--- config.mk ---
export PLATFORM = sky130hd
export DESIGN_NAME = ssd1306_spi_sink
export DESIGN_NICKNAME = d
export VERILOG_FILES = /design/src/rtl/ssd1306_pkg.sv /design/src/rtl/ssd1306_spi_sink_rx.sv /design/src/rtl/ssd1306_spi_sink.sv
export SDC_FILE = /design/constraint.sdc
export NUM_CORES = 1
export LEC_CHECK = 0
export CORE_ASPECT_RATIO = 0.75
export CORE_UTILIZATION = 64
export CTS_CLUSTER_SIZE = 40
export DETAILED_ROUTE_END_ITERATION = 16
export PLACE_DENSITY = 0.87
export SYNTH_ARGS = -nofsm -noshare
export SYNTH_HDL_FRONTEND = slang
export SYNTH_SLANG_ARGS = --single-unit
--- constraint.sdc ---
create_clock -name clk_in -period 5.7 [get_ports clk_in]
set_input_delay 0.57 -clock clk_in [delete_from_list [all_inputs] [get_ports clk_in]]
set_output_delay 0.57 -clock clk_in [all_outputs]
set_load 0.03 [all_outputs]
--- src/rtl/ssd1306_pkg.sv ---
// SSD1306 opcodes, addressing modes, parser states and the per-opcode argument count.
package ssd1306_pkg;

  localparam logic [7:0] CMD_MEM_MODE        = 8'h20;
  localparam logic [7:0] CMD_COL_ADDR        = 8'h21;
  localparam logic [7:0] CMD_PAGE_ADDR       = 8'h22;
  localparam logic [7:0] CMD_DISPLAY_OFF     = 8'hAE;
  localparam logic [7:0] CMD_DISPLAY_ON      = 8'hAF;
  localparam logic [7:0] CMD_PAGE_START_BASE = 8'hB0;

  typedef enum logic [1:0] {
    MODE_HORIZ = 2'd0,
    MODE_VERT  = 2'd1,
    MODE_PAGE  = 2'd2
  } addr_mode_t;

  typedef enum logic {
    ST_IDLE = 1'b0,
    ST_ARGS = 1'b1
  } parser_state_t;

  typedef struct packed {
    logic       dc;
    logic [7:0] dat;
  } rx_byte_t;

  function automatic int cmd_arg_count(input logic [7:0] op);
    case (op)
      8'h20, 8'h81, 8'h8D, 8'hA8, 8'hD3,
      8'hD5, 8'hD9, 8'hDA, 8'hDB: cmd_arg_count = 1;
      8'h21, 8'h22, 8'hA3:        cmd_arg_count = 2;
      8'h29, 8'h2A:               cmd_arg_count = 5;
      8'h26, 8'h27:               cmd_arg_count = 6;
      default:                    cmd_arg_count = 0;
    endcase
  endfunction

endpackage

--- src/rtl/ssd1306_spi_sink_rx.sv ---
// Oversampling SPI byte receiver: synchronizes csn/dc/sck/mosi and shifts mosi MSB-first on SCK rise.
// rx_vld pulses SYNC_STAGES+1 cycles after the 8th SCK rise; no backpressure, bytes are never held off.
module spi_byte_rx
  import ssd1306_pkg::*;
#(
  parameter int SYNC_STAGES = 2
) (
  input  logic     clk_in,
  input  logic     reset_in,
  input  logic     csn,
  input  logic     dc,
  input  logic     sck,
  input  logic     mosi,
  output rx_byte_t rx_dat,
  output logic     rx_vld
);

  logic [SYNC_STAGES-1:0] csn_sync;
  logic [SYNC_STAGES-1:0] dc_sync;
  logic [SYNC_STAGES-1:0] sck_sync;
  logic [SYNC_STAGES-1:0] mosi_sync;
  logic                   sck_d;
  logic [2:0]             bit_cnt;
  logic [6:0]             shift_q;
  logic                   sck_rise;

  always_ff @(posedge clk_in or posedge reset_in) begin
    if (reset_in) begin
      csn_sync  <= '1;
      dc_sync   <= '0;
      sck_sync  <= '0;
      mosi_sync <= '0;
    end else begin
      csn_sync  <= {csn_sync[SYNC_STAGES-2:0], csn};
      dc_sync   <= {dc_sync[SYNC_STAGES-2:0], dc};
      sck_sync  <= {sck_sync[SYNC_STAGES-2:0], sck};
      mosi_sync <= {mosi_sync[SYNC_STAGES-2:0], mosi};
    end
  end

  assign sck_rise = sck_sync[SYNC_STAGES-1] & ~sck_d;

  // csn high (including its rising edge) drops any partial byte
  always_ff @(posedge clk_in or posedge reset_in) begin
    if (reset_in) begin
      sck_d   <= 1'b0;
      bit_cnt <= '0;
      shift_q <= '0;
      rx_dat  <= '0;
      rx_vld  <= 1'b0;
    end else begin
      sck_d  <= sck_sync[SYNC_STAGES-1];
      rx_vld <= 1'b0;
      if (csn_sync[SYNC_STAGES-1]) begin
        bit_cnt <= '0;
      end else if (sck_rise) begin
        bit_cnt <= bit_cnt + 3'd1;
        shift_q <= {shift_q[5:0], mosi_sync[SYNC_STAGES-1]};
        if (bit_cnt == 3'd7) begin
          rx_vld     <= 1'b1;
          rx_dat.dc  <= dc_sync[SYNC_STAGES-1];
          rx_dat.dat <= {shift_q, mosi_sync[SYNC_STAGES-1]};
        end
      end
    end
  end

endmodule

--- src/rtl/ssd1306_spi_sink.sv ---
// SSD1306 SPI sink: parses commands, tracks GDDRAM addressing, strobes pixel bytes SYNC_STAGES+2 cycles after the
// 8th SCK rise; no backpressure. `define SSD1306_SINK_STATS_EN adds data/frame counters.
module ssd1306_spi_sink
  import ssd1306_pkg::*;
#(
  parameter  int SYNC_STAGES = 2,
  parameter  int COLS        = 128,
  parameter  int PAGES       = 4,
  localparam int CW          = $clog2(COLS),
  localparam int PW          = $clog2(PAGES)
) (
  input  logic          clk_in,
  input  logic          reset_in,
  input  logic          oled_csn_in,
  input  logic          oled_dc_in,
  input  logic          oled_clk_in,
  input  logic          oled_mosi_in,
  output logic [7:0]    fb_data_out,
  output logic [CW-1:0] fb_col_out,
  output logic [PW-1:0] fb_page_out,
  output logic          fb_write_stb_out,
  output logic          cmd_stb_out,
  output logic [7:0]    cmd_byte_out,
  output logic          display_on_out,
  output logic          frame_stb_out
`ifdef SSD1306_SINK_STATS_EN
  ,
  output logic [31:0]   data_count_out,
  output logic [15:0]   frame_count_out
`endif
);

  rx_byte_t      rx_dat;
  logic          rx_vld;
  parser_state_t state;
  addr_mode_t    mode;
  logic [2:0]    args_left;
  logic [7:0]    opcode;
  logic [7:0]    first_arg;
  logic [CW-1:0] col_ptr, col_start, col_end;
  logic [PW-1:0] page_ptr, page_start, page_end;
  logic          cmd_done;
  logic [7:0]    done_op;
  logic [7:0]    col_ext;

  spi_byte_rx #(.SYNC_STAGES(SYNC_STAGES)) u_rx (
    .clk_in   (clk_in),
    .reset_in (reset_in),
    .csn      (oled_csn_in),
    .dc       (oled_dc_in),
    .sck      (oled_clk_in),
    .mosi     (oled_mosi_in),
    .rx_dat   (rx_dat),
    .rx_vld   (rx_vld)
  );

  function automatic logic [CW-1:0] clamp_col(input logic [7:0] v);
    if (int'(v) > COLS - 1) clamp_col = CW'(COLS - 1);
    else                    clamp_col = v[CW-1:0];
  endfunction

  function automatic logic [PW-1:0] clamp_page(input logic [7:0] v);
    if (int'(v) > PAGES - 1) clamp_page = PW'(PAGES - 1);
    else                     clamp_page = v[PW-1:0];
  endfunction

  assign col_ext = 8'(col_ptr);

  // A command completes on a zero-arg opcode or on its last argument byte
  always_comb begin
    cmd_done = 1'b0;
    done_op  = rx_dat.dat;
    if (rx_vld && !rx_dat.dc) begin
      if (state == ST_IDLE) begin
        cmd_done = (cmd_arg_count(rx_dat.dat) == 0);
      end else if (args_left == 3'd1) begin
        cmd_done = 1'b1;
        done_op  = opcode;
      end
    end
  end

  always_ff @(posedge clk_in or posedge reset_in) begin
    if (reset_in) begin
      state            <= ST_IDLE;
      mode             <= MODE_PAGE;
      args_left        <= '0;
      opcode           <= '0;
      first_arg        <= '0;
      col_ptr          <= '0;
      col_start        <= '0;
      col_end          <= CW'(COLS - 1);
      page_ptr         <= '0;
      page_start       <= '0;
      page_end         <= PW'(PAGES - 1);
      fb_data_out      <= '0;
      fb_col_out       <= '0;
      fb_page_out      <= '0;
      fb_write_stb_out <= 1'b0;
      cmd_stb_out      <= 1'b0;
      cmd_byte_out     <= '0;
      display_on_out   <= 1'b0;
      frame_stb_out    <= 1'b0;
`ifdef SSD1306_SINK_STATS_EN
      data_count_out   <= '0;
      frame_count_out  <= '0;
`endif
    end else begin
      fb_write_stb_out <= 1'b0;
      cmd_stb_out      <= 1'b0;
      frame_stb_out    <= 1'b0;
      if (rx_vld && rx_dat.dc) begin
        // Data byte also abandons any half-received command
        state            <= ST_IDLE;
        args_left        <= '0;
        fb_write_stb_out <= 1'b1;
        fb_data_out      <= rx_dat.dat;
        fb_col_out       <= col_ptr;
        fb_page_out      <= page_ptr;
`ifdef SSD1306_SINK_STATS_EN
        data_count_out   <= data_count_out + 32'd1;
`endif
        if (mode == MODE_PAGE) begin
          col_ptr <= (col_ptr == CW'(COLS - 1)) ? '0 : col_ptr + 1'b1;
        end else if (col_ptr == col_end) begin
          col_ptr <= col_start;
          if (page_ptr == page_end) begin
            page_ptr      <= page_start;
            frame_stb_out <= 1'b1;
`ifdef SSD1306_SINK_STATS_EN
            frame_count_out <= frame_count_out + 16'd1;
`endif
          end else begin
            page_ptr <= page_ptr + 1'b1;
          end
        end else begin
          col_ptr <= col_ptr + 1'b1;
        end
      end else if (rx_vld) begin
        if (state == ST_IDLE) begin
          opcode    <= rx_dat.dat;
          args_left <= 3'(cmd_arg_count(rx_dat.dat));
          if (!cmd_done) state <= ST_ARGS;
        end else begin
          first_arg <= rx_dat.dat;
          args_left <= args_left - 3'd1;
          if (cmd_done) state <= ST_IDLE;
        end
        if (cmd_done) begin
          cmd_stb_out  <= 1'b1;
          cmd_byte_out <= done_op;
          if (done_op == CMD_DISPLAY_ON) begin
            display_on_out <= 1'b1;
          end else if (done_op == CMD_DISPLAY_OFF) begin
            display_on_out <= 1'b0;
          end else if (done_op == CMD_MEM_MODE) begin
            if (rx_dat.dat[1:0] == 2'd2)      mode <= MODE_PAGE;
            else if (rx_dat.dat[1:0] != 2'd3) mode <= MODE_HORIZ;
          end else if (done_op == CMD_COL_ADDR) begin
            col_start <= clamp_col(first_arg);
            col_end   <= clamp_col(rx_dat.dat);
            col_ptr   <= clamp_col(first_arg);
          end else if (done_op == CMD_PAGE_ADDR) begin
            page_start <= clamp_page(first_arg);
            page_end   <= clamp_page(rx_dat.dat);
            page_ptr   <= clamp_page(first_arg);
          end else if (done_op[7:4] == 4'h0 && mode == MODE_PAGE) begin
            col_ptr <= clamp_col({col_ext[7:4], done_op[3:0]});
          end else if (done_op[7:4] == 4'h1 && mode == MODE_PAGE) begin
            col_ptr <= clamp_col({done_op[3:0], col_ext[3:0]});
          end else if (done_op[7:3] == CMD_PAGE_START_BASE[7:3]) begin
            page_ptr <= clamp_page({5'd0, done_op[2:0]});
          end
        end
      end
    end
  end

endmodule

# Yosys cells after proc, flatten, opt, wreduce, memory -nomap -nowiden
# Index checks and enable logic that the tools add are counted.
[word_totals] regBits=107 out_inout_bits=29
[op_classes] add_sub_neg=4 magnitude_cmp=7 eq_ne=41 n_mux=66 bitwise=9 n_reduce_logical=31
[op_table] cell="$mux W7" count=17
[op_table] cell="$eq A8 B8 Y1 const B" count=11
[op_table] cell="$eq A8 B6 Y1 const B" count=10
[op_table] cell="$mux W32" count=2
[op_table] cell="$mux W2" count=19
[op_table] cell="$logic_not A32 Y1" count=1
[op_table] cell="$gt A8 B7 Y1 const B" count=3
[op_table] cell="$mux W8" count=3
[op_table] cell="$reduce_and A8 Y1" count=3
[op_table] cell="$mux W1" count=19
[op_table] cell="$gt A8 B2 Y1 const B" count=2
[op_table] cell="$mux W3" count=5
[op_table] cell="$reduce_and A7 Y1" count=2
[op_table] cell="$ne A2 B2 Y1 const B" count=6
[op_table] cell="$pmux W3 S4" count=1
[op_table] cell="$reduce_and A3 Y1" count=4
[op_table] cell="$reduce_and A11 Y1" count=1
[op_table] cell="$reduce_bool A2 Y1" count=5
[op_table] cell="$ne A3 B3 Y1 const B" count=3
[op_table] cell="$reduce_or A9 Y1" count=1
[op_table] cell="$not A1 Y1" count=8
[op_table] cell="$reduce_bool A4 Y1" count=2
[op_table] cell="$add A7 B1 Y7 const B" count=1
[op_table] cell="$eq A7 B7 Y1" count=1
[op_table] cell="23 further kinds" count=28

# Logic depth before layout (Yosys ltp)
[logic_depth] ltp_word=17 mapped_depth=10 mapped_depth_nobuf=8

# By module
# Synthesis repeated with hierarchy kept, for this count alone.
[unflattened] cells_unflattened=559 hier_area_um2=5586.6
[modules_own_cells] mod="ssd1306_spi_sink" instances=1 cells_each=500 area_per_inst_um2=4554.4 seq_area_each_um2=1939.4
[modules_own_cells] mod="spi_byte_rx" instances=1 cells_each=59 area_per_inst_um2=1032.2 seq_area_each_um2=728.2

# Worst setup path after synthesis
# Ideal clock, no wire load.
[synth_path] kind="reg2reg" from="reg args_left[2]" to="reg page_ptr[1]" setup_ns=0.125 arrival_ns=2.024 t_required_ns=5.575 slack_ns=3.551 path_stages_with_launch=9 period_less_slack_ns=2.149 cell_sequence="dfrtp_1 -> and4bb_4 -> and2_4 -> buf_6 -> mux2_4 -> a21oi_1 -> a21oi_2 -> nor2b_2 -> mux2_4"
[synth_via] elab_chain_cells=17 elab_cells_between_ends=39
[synth_rtl] element="from (decl)" line="ssd1306_spi_sink.sv:37" rtl="logic [2:0] args_left;"
[synth_rtl] element="from (signal assigned)" line="ssd1306_spi_sink.sv:142" rtl="args_left <= 3'(cmd_arg_count(rx_dat.dat));"
[synth_rtl] element="from (signal assigned)" line="ssd1306_spi_sink.sv:146" rtl="args_left <= args_left - 3'd1;"
[synth_rtl] element="$eq A3 B1 Y1 (*)" line="ssd1306_spi_sink.sv:76" rtl="end else if (args_left == 3'd1) begin"
[synth_rtl] element="$mux W8" line="ssd1306_spi_sink.sv:76"
[synth_rtl] element="$mux W8" line="ssd1306_spi_sink.sv:74" rtl="if (state == ST_IDLE) begin"
[synth_rtl] element="$mux W8" line="ssd1306_spi_sink.sv:73" rtl="if (rx_vld && !rx_dat.dc) begin"
[synth_rtl] element="$gt A3 B2 Y1" line="ssd1306_spi_sink.sv:63" rtl="if (int'(v) > PAGES - 1) clamp_page = PW'(PAGES - 1);"
[synth_rtl] element="$mux W2" line="ssd1306_spi_sink.sv:63"
[synth_rtl] element="$mux W2" line="ssd1306_spi_sink.sv:171" rtl="end else if (done_op[7:3] == CMD_PAGE_START_BASE[7:3]) begin"
[synth_rtl] element="$mux W2" line="ssd1306_spi_sink.sv:169" rtl="end else if (done_op[7:4] == 4'h1 && mode == MODE_PAGE) begin"
[synth_rtl] element="$mux W2" line="ssd1306_spi_sink.sv:167" rtl="end else if (done_op[7:4] == 4'h0 && mode == MODE_PAGE) begin"
[synth_rtl] element="$mux W2" line="ssd1306_spi_sink.sv:163" rtl="end else if (done_op == CMD_PAGE_ADDR) begin"
[synth_rtl] element="$mux W2" line="ssd1306_spi_sink.sv:159" rtl="end else if (done_op == CMD_COL_ADDR) begin"
[synth_rtl] element="$mux W2" line="ssd1306_spi_sink.sv:156" rtl="end else if (done_op == CMD_MEM_MODE) begin"
[synth_rtl] element="$mux W2" line="ssd1306_spi_sink.sv:154" rtl="end else if (done_op == CMD_DISPLAY_OFF) begin"
[synth_rtl] element="$mux W2" line="ssd1306_spi_sink.sv:152" rtl="if (done_op == CMD_DISPLAY_ON) begin"
[synth_rtl] element="$mux W2" line="ssd1306_spi_sink.sv:149" rtl="if (cmd_done) begin"
[synth_rtl] element="$mux W2" line="ssd1306_spi_sink.sv:139" rtl="end else if (rx_vld) begin"
[synth_rtl] element="$mux W2" line="ssd1306_spi_sink.sv:112" rtl="if (rx_vld && rx_dat.dc) begin"
[synth_rtl] element="to (signal assigned)" line="ssd1306_spi_sink.sv:128" rtl="page_ptr <= page_start;"
[synth_rtl] element="to (signal assigned)" line="ssd1306_spi_sink.sv:134" rtl="page_ptr <= page_ptr + 1'b1;"
[synth_rtl] element="to (signal assigned)" line="ssd1306_spi_sink.sv:166" rtl="page_ptr <= clamp_page(first_arg);"
[synth_rtl] element="to (decl)" line="ssd1306_spi_sink.sv:41" rtl="logic [PW-1:0] page_ptr, page_start, page_end;"
# Mark *: on every way between the ends. The rest lies on a longest branch, timed or not. The select of a mux whose other input is x is not followed.
# A chain may end at the register's enable or synchronous reset.

# Worst setup path in the final report
[layout_path] from="reg, netlist name u_rx.rx_dat[8]" to="reg col_ptr[1]"
[layout_via] elab_chain_cells=14 elab_cells_between_ends=35
[layout_rtl] element="$logic_not A1 Y1" line="ssd1306_spi_sink.sv:73"
[layout_rtl] element="$logic_and A1 B1 Y1" line="ssd1306_spi_sink.sv:73"
[layout_rtl] element="$mux W8" line="ssd1306_spi_sink.sv:73"
[layout_rtl] element="$gt A7 B7 Y1 or $logic_not A4 Y1 (tied branches)" line="ssd1306_spi_sink.sv:58, ssd1306_spi_sink.sv:167"
[layout_rtl] element="$mux W7 or $logic_and A1 B1 Y1 (tied branches)" line="ssd1306_spi_sink.sv:58, ssd1306_spi_sink.sv:167"
[layout_rtl] element="$mux W7" line="ssd1306_spi_sink.sv:167"
[layout_rtl] element="$mux W7" line="ssd1306_spi_sink.sv:163"
[layout_rtl] element="$mux W7" line="ssd1306_spi_sink.sv:159"
[layout_rtl] element="$mux W7" line="ssd1306_spi_sink.sv:156"
[layout_rtl] element="$mux W7" line="ssd1306_spi_sink.sv:154"
[layout_rtl] element="$mux W7" line="ssd1306_spi_sink.sv:152"
[layout_rtl] element="$mux W7" line="ssd1306_spi_sink.sv:149"
[layout_rtl] element="$mux W7" line="ssd1306_spi_sink.sv:139"
[layout_rtl] element="$mux W7" line="ssd1306_spi_sink.sv:112"
[layout_rtl] element="to (signal assigned)" line="ssd1306_spi_sink.sv:124" rtl="col_ptr <= (col_ptr == CW'(COLS - 1)) ? '0 : col_ptr + 1'b1;"
[layout_rtl] element="to (signal assigned)" line="ssd1306_spi_sink.sv:137" rtl="col_ptr <= col_ptr + 1'b1;"
[layout_rtl] element="to (signal assigned)" line="ssd1306_spi_sink.sv:162" rtl="col_ptr <= clamp_col(first_arg);"
[layout_rtl] element="to (decl)" line="ssd1306_spi_sink.sv:40" rtl="logic [CW-1:0] col_ptr, col_start, col_end;"
# Parallel ways exist; a longest one is shown, timed or not. The select of a mux whose other input is x is not followed.

==> impl_metrics.yaml <==
hold_path:
  hold_path.class: "reg -> reg"
clocking:
  clock_path_buffers: 2
  cts_setup_buffers: 0
  cts_tree: "built"
  path_clk_slew_ns: 0.10
  cts.sinks: 106
  cts.repair.resized: 0
  cts_buffers: 9
  clockRootBuffer: "clkbuf_8"
  clock_latency_ns: 0.37
  postCtsHoldBufs: 0
  h-tree-depth: 3
detailed_routing:
  drt_iter0_drc: 437
  wl_met1_mm: 5.39
  vias: 4124
  detail-route-antenna-nets: 0
  dr.pass1.iters: 6
  route.detailed.drc: 0
  routed_via_density: 6.48
  wire_per_inst_um: 19.5
  wl_met2_mm: 5.62
  wl_met3_mm: 1.24
  wirelength_mm: 12.4
  top_layer_used: "met4"
global_routing:
  grt_pass1_vias: 4044
  grt_pass1_wl_mm: 20.5
  antenna_found_initial: 0
  grt.total_usage: 0.315
  grt_max_degree: 73
  grt_overflow: 0
synthesis:
  synth.yosys.warnings: 0
  synth_area_leader_cell: "dfrtp_1"
  synthArstFlopShare: 1.00
  ys.flop_type: "dfrtp_1"
  synthCells: 513
  yosys.area.top_type_share: 0.442
  synthDistinctLibCells: 73
  synthTopCellsByArea: "dfrtp_1 44%, mux2_2 6.8%, dfstp_2 5.9%"
  synth_edf_count: 0
  yosysSeqAreaShare: 0.501
  synth-seq-cells: 106
  syn_nets: 524
  synth_area_um2: 5330
  synth.avg_cell_area_um2: 10.4
timing:
  setup_viol: 0
  worst_pin_slew_ns: 0.881
  tns_ns: 0
  worst_slack_ns: 2.77
  rsz0062_at_grt: "false"
  hold_slack_ns: 0.357
  timing.fmax_mhz: 341
  final-max-slew-violation-count: 0
  period_share: 0.514
  hold_violations: 0
  period_needed_ns: 2.93
  slew_headroom: 0.413
  finalClockSkew_ns: 0.0121
placement:
  dp_slack_ns: 2.86
  dp_hpwl_mm: 8.63
  place.gp.congestion: 0.917
  portBuffers: 34
floorplanning:
  design.core.area_um2: 7990
  die_area_um2: 8700
  ios: 35
  rows: 28
  die_h_um: 81.0
  die_w_um: 107
  start_util: 0.667
power:
  p_leak_nw: 2.61
  p_total_mw: 1.35
  peakVddDrop_v: 0.000135
  p_per_area_nw_per_um2: 230
setup_path:
  critPathLaunchType: "register"
  cp_max_fo: 22
  end_kind: "register"
  cp.required_ns: 5.96
  worst-endpoint-arrival_ns: 3.19
  worstSetupPathType: "reg -> reg"
finish:
  antennaDiodeCount: 0
  nets: 537
  drive_gt1_frac: 0.177
  area_delta_synth_final_pct: 10.1
run:
  drv_cap: 0
status:
  status: "complete, no violations"
kinds of logic after synthesis:
| group | synth area share |
|---|---|
| multiplexers | 0.110 |
| AO/OA/AOI/OAI | 0.141 |
| AND/OR/NAND/NOR | 0.164 |
| adder cells (fa/ha/maj) | 0.0139 |
| flip-flops | 0.501 |
| buffers and inverters | 0.0413 |
| XOR/XNOR | 0.0277 |
synthesized netlist by cell type, drive strengths merged, types with 5 or more instances:
| master | number |
|---|---|
| dfrtp | 94 |
| nand2 | 82 |
| o21ai | 61 |
| mux2 | 41 |
| nor2 | 28 |
| clkbuf | 19 |
| buf | 15 |
| dfstp | 12 |
| xor2 | 12 |
| a21oi | 11 |
| inv | 11 |
| mux2i | 10 |
| nand3 | 9 |
| nor3 | 9 |
| nand4 | 6 |
| o31ai | 6 |
| and3 | 5 |
| ha | 5 |
| nor2b | 5 |
| nor4 | 5 |
| o221ai | 5 |
area by class of cell:
type,instances,area (um2)
fillers,580,2120
repair buffers,36,355
multi-input cells,362,2440
flip-flops and latches,106,2670
well taps,105,131
clock inverters,6,93.8
inverters,11,48.8
clock buffers,10,128
final timing paths:
path                                             from                     endpoint  slack, ns  depth (start not counted)
max in group asynchronous                    reset_in        opcode[0]$_DFFE_PP0P_       3.93                          3
min                        u_rx.sck_sync[0]$_DFF_PP0_   u_rx.sck_sync[1]$_DFF_PP0_       0.36                          0
max reg2reg                u_rx.rx_dat[8]$_DFFE_PP0P_       col_ptr[1]$_DFFE_PP0P_       2.77                          7
max                        u_rx.rx_dat[8]$_DFFE_PP0P_       col_ptr[1]$_DFFE_PP0P_       2.77                          7
min in group asynchronous                    reset_in  u_rx.shift_q[4]$_DFFE_PP0P_       0.55                          2
min reg2reg                u_rx.sck_sync[0]$_DFF_PP0_   u_rx.sck_sync[1]$_DFF_PP0_       0.36                          0
state kept, by name, summed over array words and instances (netlist names), 3 cells and up:
signal        flops
col_ptr           7
opcode            8
fb_data_out       8
u_rx.bit_cnt      3
u_rx.rx_dat       9
cmd_byte_out      8
u_rx.shift_q      7
first_arg         8
fb_col_out        7
args_left         3
col_end           7
col_start         7
where the power goes:
part / switching [mW] / internal, mW / total, mW
combinational: 0.0219 / 0.0205 / 0.0424
sequential: 0.0171 / 0.777 / 0.794
clock: 0.261 / 0.252 / 0.513
per-layer routing:
metal,up-vias,GRT usage
li1,1841,-
met1,2034,0.443
met2,228,0.485
met3,21,0.0746
met4,0,0.110
met5,-,0
through the flow:
step                instances   util  area (um2)
floorplan                 513      -        5330
global placement          620  0.706        5640
detailed placement        620  0.706        5640
CTS                       636  0.734        5860
global route              636  0.734        5860
finish                    636  0.734        5860
worst max-delay path, cell delays in order, from the launching register on:
cell and delay, ns:
dfrtp_1 0.56, nand2_1 0.47, buf_4 0.36, inv_1 0.61
a21oi_1 0.18, o21ai_0 0.15, o221ai_1 0.19, mux2_4 0.30
layout by cell type, fill, tap and decap left out, types with 10 or more instances in the layout:
| cell | instances |
|---|---|
| dfstp_2 | 12 |
| mux2i_1 | 10 |
| nor2_1 | 27 |
| mux2_2 | 32 |
| dfrtp_1 | 94 |
| nand2_1 | 81 |
| o21ai_1 | 10 |
| o21ai_0 | 50 |
| clkdlybuf4s50_1 | 34 |
| xor2_1 | 11 |
(Power assumes the default switching activity.)
==> RTL edit, RTL diff (same flow settings) <==
`COLS`: 128 -> 64.
--- a/src/rtl/ssd1306_spi_sink.sv
+++ b/src/rtl/ssd1306_spi_sink.sv
@@ -6,3 +6,3 @@
   parameter  int SYNC_STAGES = 2,
-  parameter  int COLS        = 128,
+  parameter  int COLS        = 64,
   parameter  int PAGES       = 4,
Ports: changed (resized fb_col_out); port bits go from 35 to 34. The function was not compared with the original's and may differ.
==> RTL edit against the unedited design <==
Utilization down 0.28 points; routed wire length down 2.6%; critical path type unchanged; global-route usage fell by 0.50 points; fmax is 1.7% lower; count of clock-buffer cells in the layout up 1; largest power group unchanged; power decreased by 2.5%; setup slack worse by 50 ps; sequential cell count is 4 lower; hold slack worse by 0.89 ps; sequential power is 3.7% lower; combinational power down 1%; area after synthesis shrank 2.0%; final area is 1.7% lower.
==> RTL edit: results (changes against the unedited design) <==
synth cell count leaders=dfrtp_1 (91), nand2_1 (78), mux2_2 (32); max reg flops=9 (unchanged); switch share=21.80% (-0.41 points); Synth Flop Type=dfrtp_1; register area share after synthesis=49.18% (-0.90 points); Clock Skew=10.85 ps (-1.289 ps); measured slew at the worst slew-check pin=968.0 ps (+87.42 ps); Mapped Cells=495 (-3.5%); layout cells sized above 1=17.02% (-0.68 points); Pleak=2.676 nW (+2.6%); setup slack at placement=2793 ps (-70.15 ps); peak supply drop=0.2649 mV (+97%); # fillers=552 (-4.8%); Ys Warns=0 (unchanged); CP max FO=10 (-55%); Hold Crit Class=reg2reg; CP Data Arrival Time=3260 ps (+70 ps); FF-to-FF setup slack=2720 ps (-50 ps); WHS=355.9 ps (-0.8940 ps); clk root buf=clkbuf_8; Antenna Nets Post-Route=0 (unchanged); pin count of the biggest net entering global routing=81 (+11%); clock tree buffer depth=2 (unchanged); total CTS buffers=9 (unchanged); H-tree levels=3 (unchanged); placed insts=606 (-2.3%); initial antenna violation count=0 (unchanged); Non-Filler Instances=622 (-2.2%); placed instance area=5540 um^2 (-1.8%); clock slew at reported path FFs=100 ps (about the same); All-Layer GR Usage=31.00% (-0.50 points); routed vias=3962 (-3.9%); input/output buffers=33 (-2.9%); Max Freq=0.3355 GHz (-1.7%); dpl hpwl=8267 um (-4.2%); Final setup viols=0 (unchanged); ranking of synthesized cells by area=dfrtp_1 (44%), mux2_2 (6.9%), nand2_1 (5.6%); first-pass GRT wire length=19800 um (-3.3%); Antenna Diode Count=0 (unchanged); gp weighted congestion=1.037 (+13%); syn nets=506 (-3.4%); synth unique cells=65 (-11%); routed wire length=12110 um (-2.6%); vias in the first global route=3843 (-5.0%); Starting DRT DRC Count=443 (+1.4%); Nets=523 (-2.6%); status=finished, final reports clean; Setup Fix Bufs, Post-CTS=0 (unchanged)
==> RTL edit: changes by cell type after synthesis, sizes merged, moves of 6 or more <==
cell / delta
xor2: -9
xnor2: +8
o21ai: -31
inv: +6
==> RTL edit: cell families after synthesis <==
| kind of cell | share of synthesized area (%) |
|---|---|
| AOI/OAI and AO/OA | 11.42 |
| xor gates and xnor gates | 2.518 |
| adders and majority gates | 1.415 |
| buffers and inverters | 4.364 |
| DFF | 49.18 |
| muxes | 13.24 |
| and+or+nand+nor | 17.87 |
==> RTL edit: worst paths after layout <==
check,cells past startpoint,endpoint,from
max reg2reg,8,col_ptr[1],args_left[1]
min reg2reg,0,u_rx.dc_sync[1],u_rx.dc_sync[0]
max in group asynchronous,3,opcode[5],reset_in
min in group asynchronous,2,col_ptr[0],reset_in
min,0,u_rx.dc_sync[1],u_rx.dc_sync[0]
max,8,col_ptr[1],args_left[1]
==> RTL edit: final cells by class <==
| type | instances | area [um^2] | area share [%] |
|---|---|---|---|
| flip-flops and latches | 102 | 2566 | 44.52 |
| multi-input cells | 346 | 2424 | 42.04 |
| repair buffers | 36 | 352.8 | 6.121 |
| clock buffers | 11 | 141.4 | 2.453 |
| well taps | 105 | 131.4 | 2.279 |
| clock inverters | 5 | 82.58 | 1.433 |
| inverters | 17 | 66.31 | 1.150 |
==> RTL edit: layer usage <==
layer	vias to the layer above	GRT usage, %	wire length [um]
met5	-	0	0
met4	0	11.67	280
met3	31	7.873	1054
met2	203	48.51	5664
met1	1945	41.80	5110
li1	1783	-	-
==> RTL edit: critical path: stages, from the launching register on <==
cell and delay, ps:
dfrtp_1 370, inv_1 100, ha_1 180, nor2b_1 570, a211oi_1 190, o21ai_1 510
mux2_4 340, a221o_1 340, mux2_4 270
==> RTL edit: power by group through the flow <==
stage	Sequential, mW	Combinational, mW	Clock [mW]
after floorplan	0.772	0.0324	0
final	0.765	0.0419	0.508
after global placement	0.776	0.0416	0
after detailed placement	0.780	0.0434	0
after global routing	0.770	0.0488	0.542
after CTS	0.766	0.0438	0.517
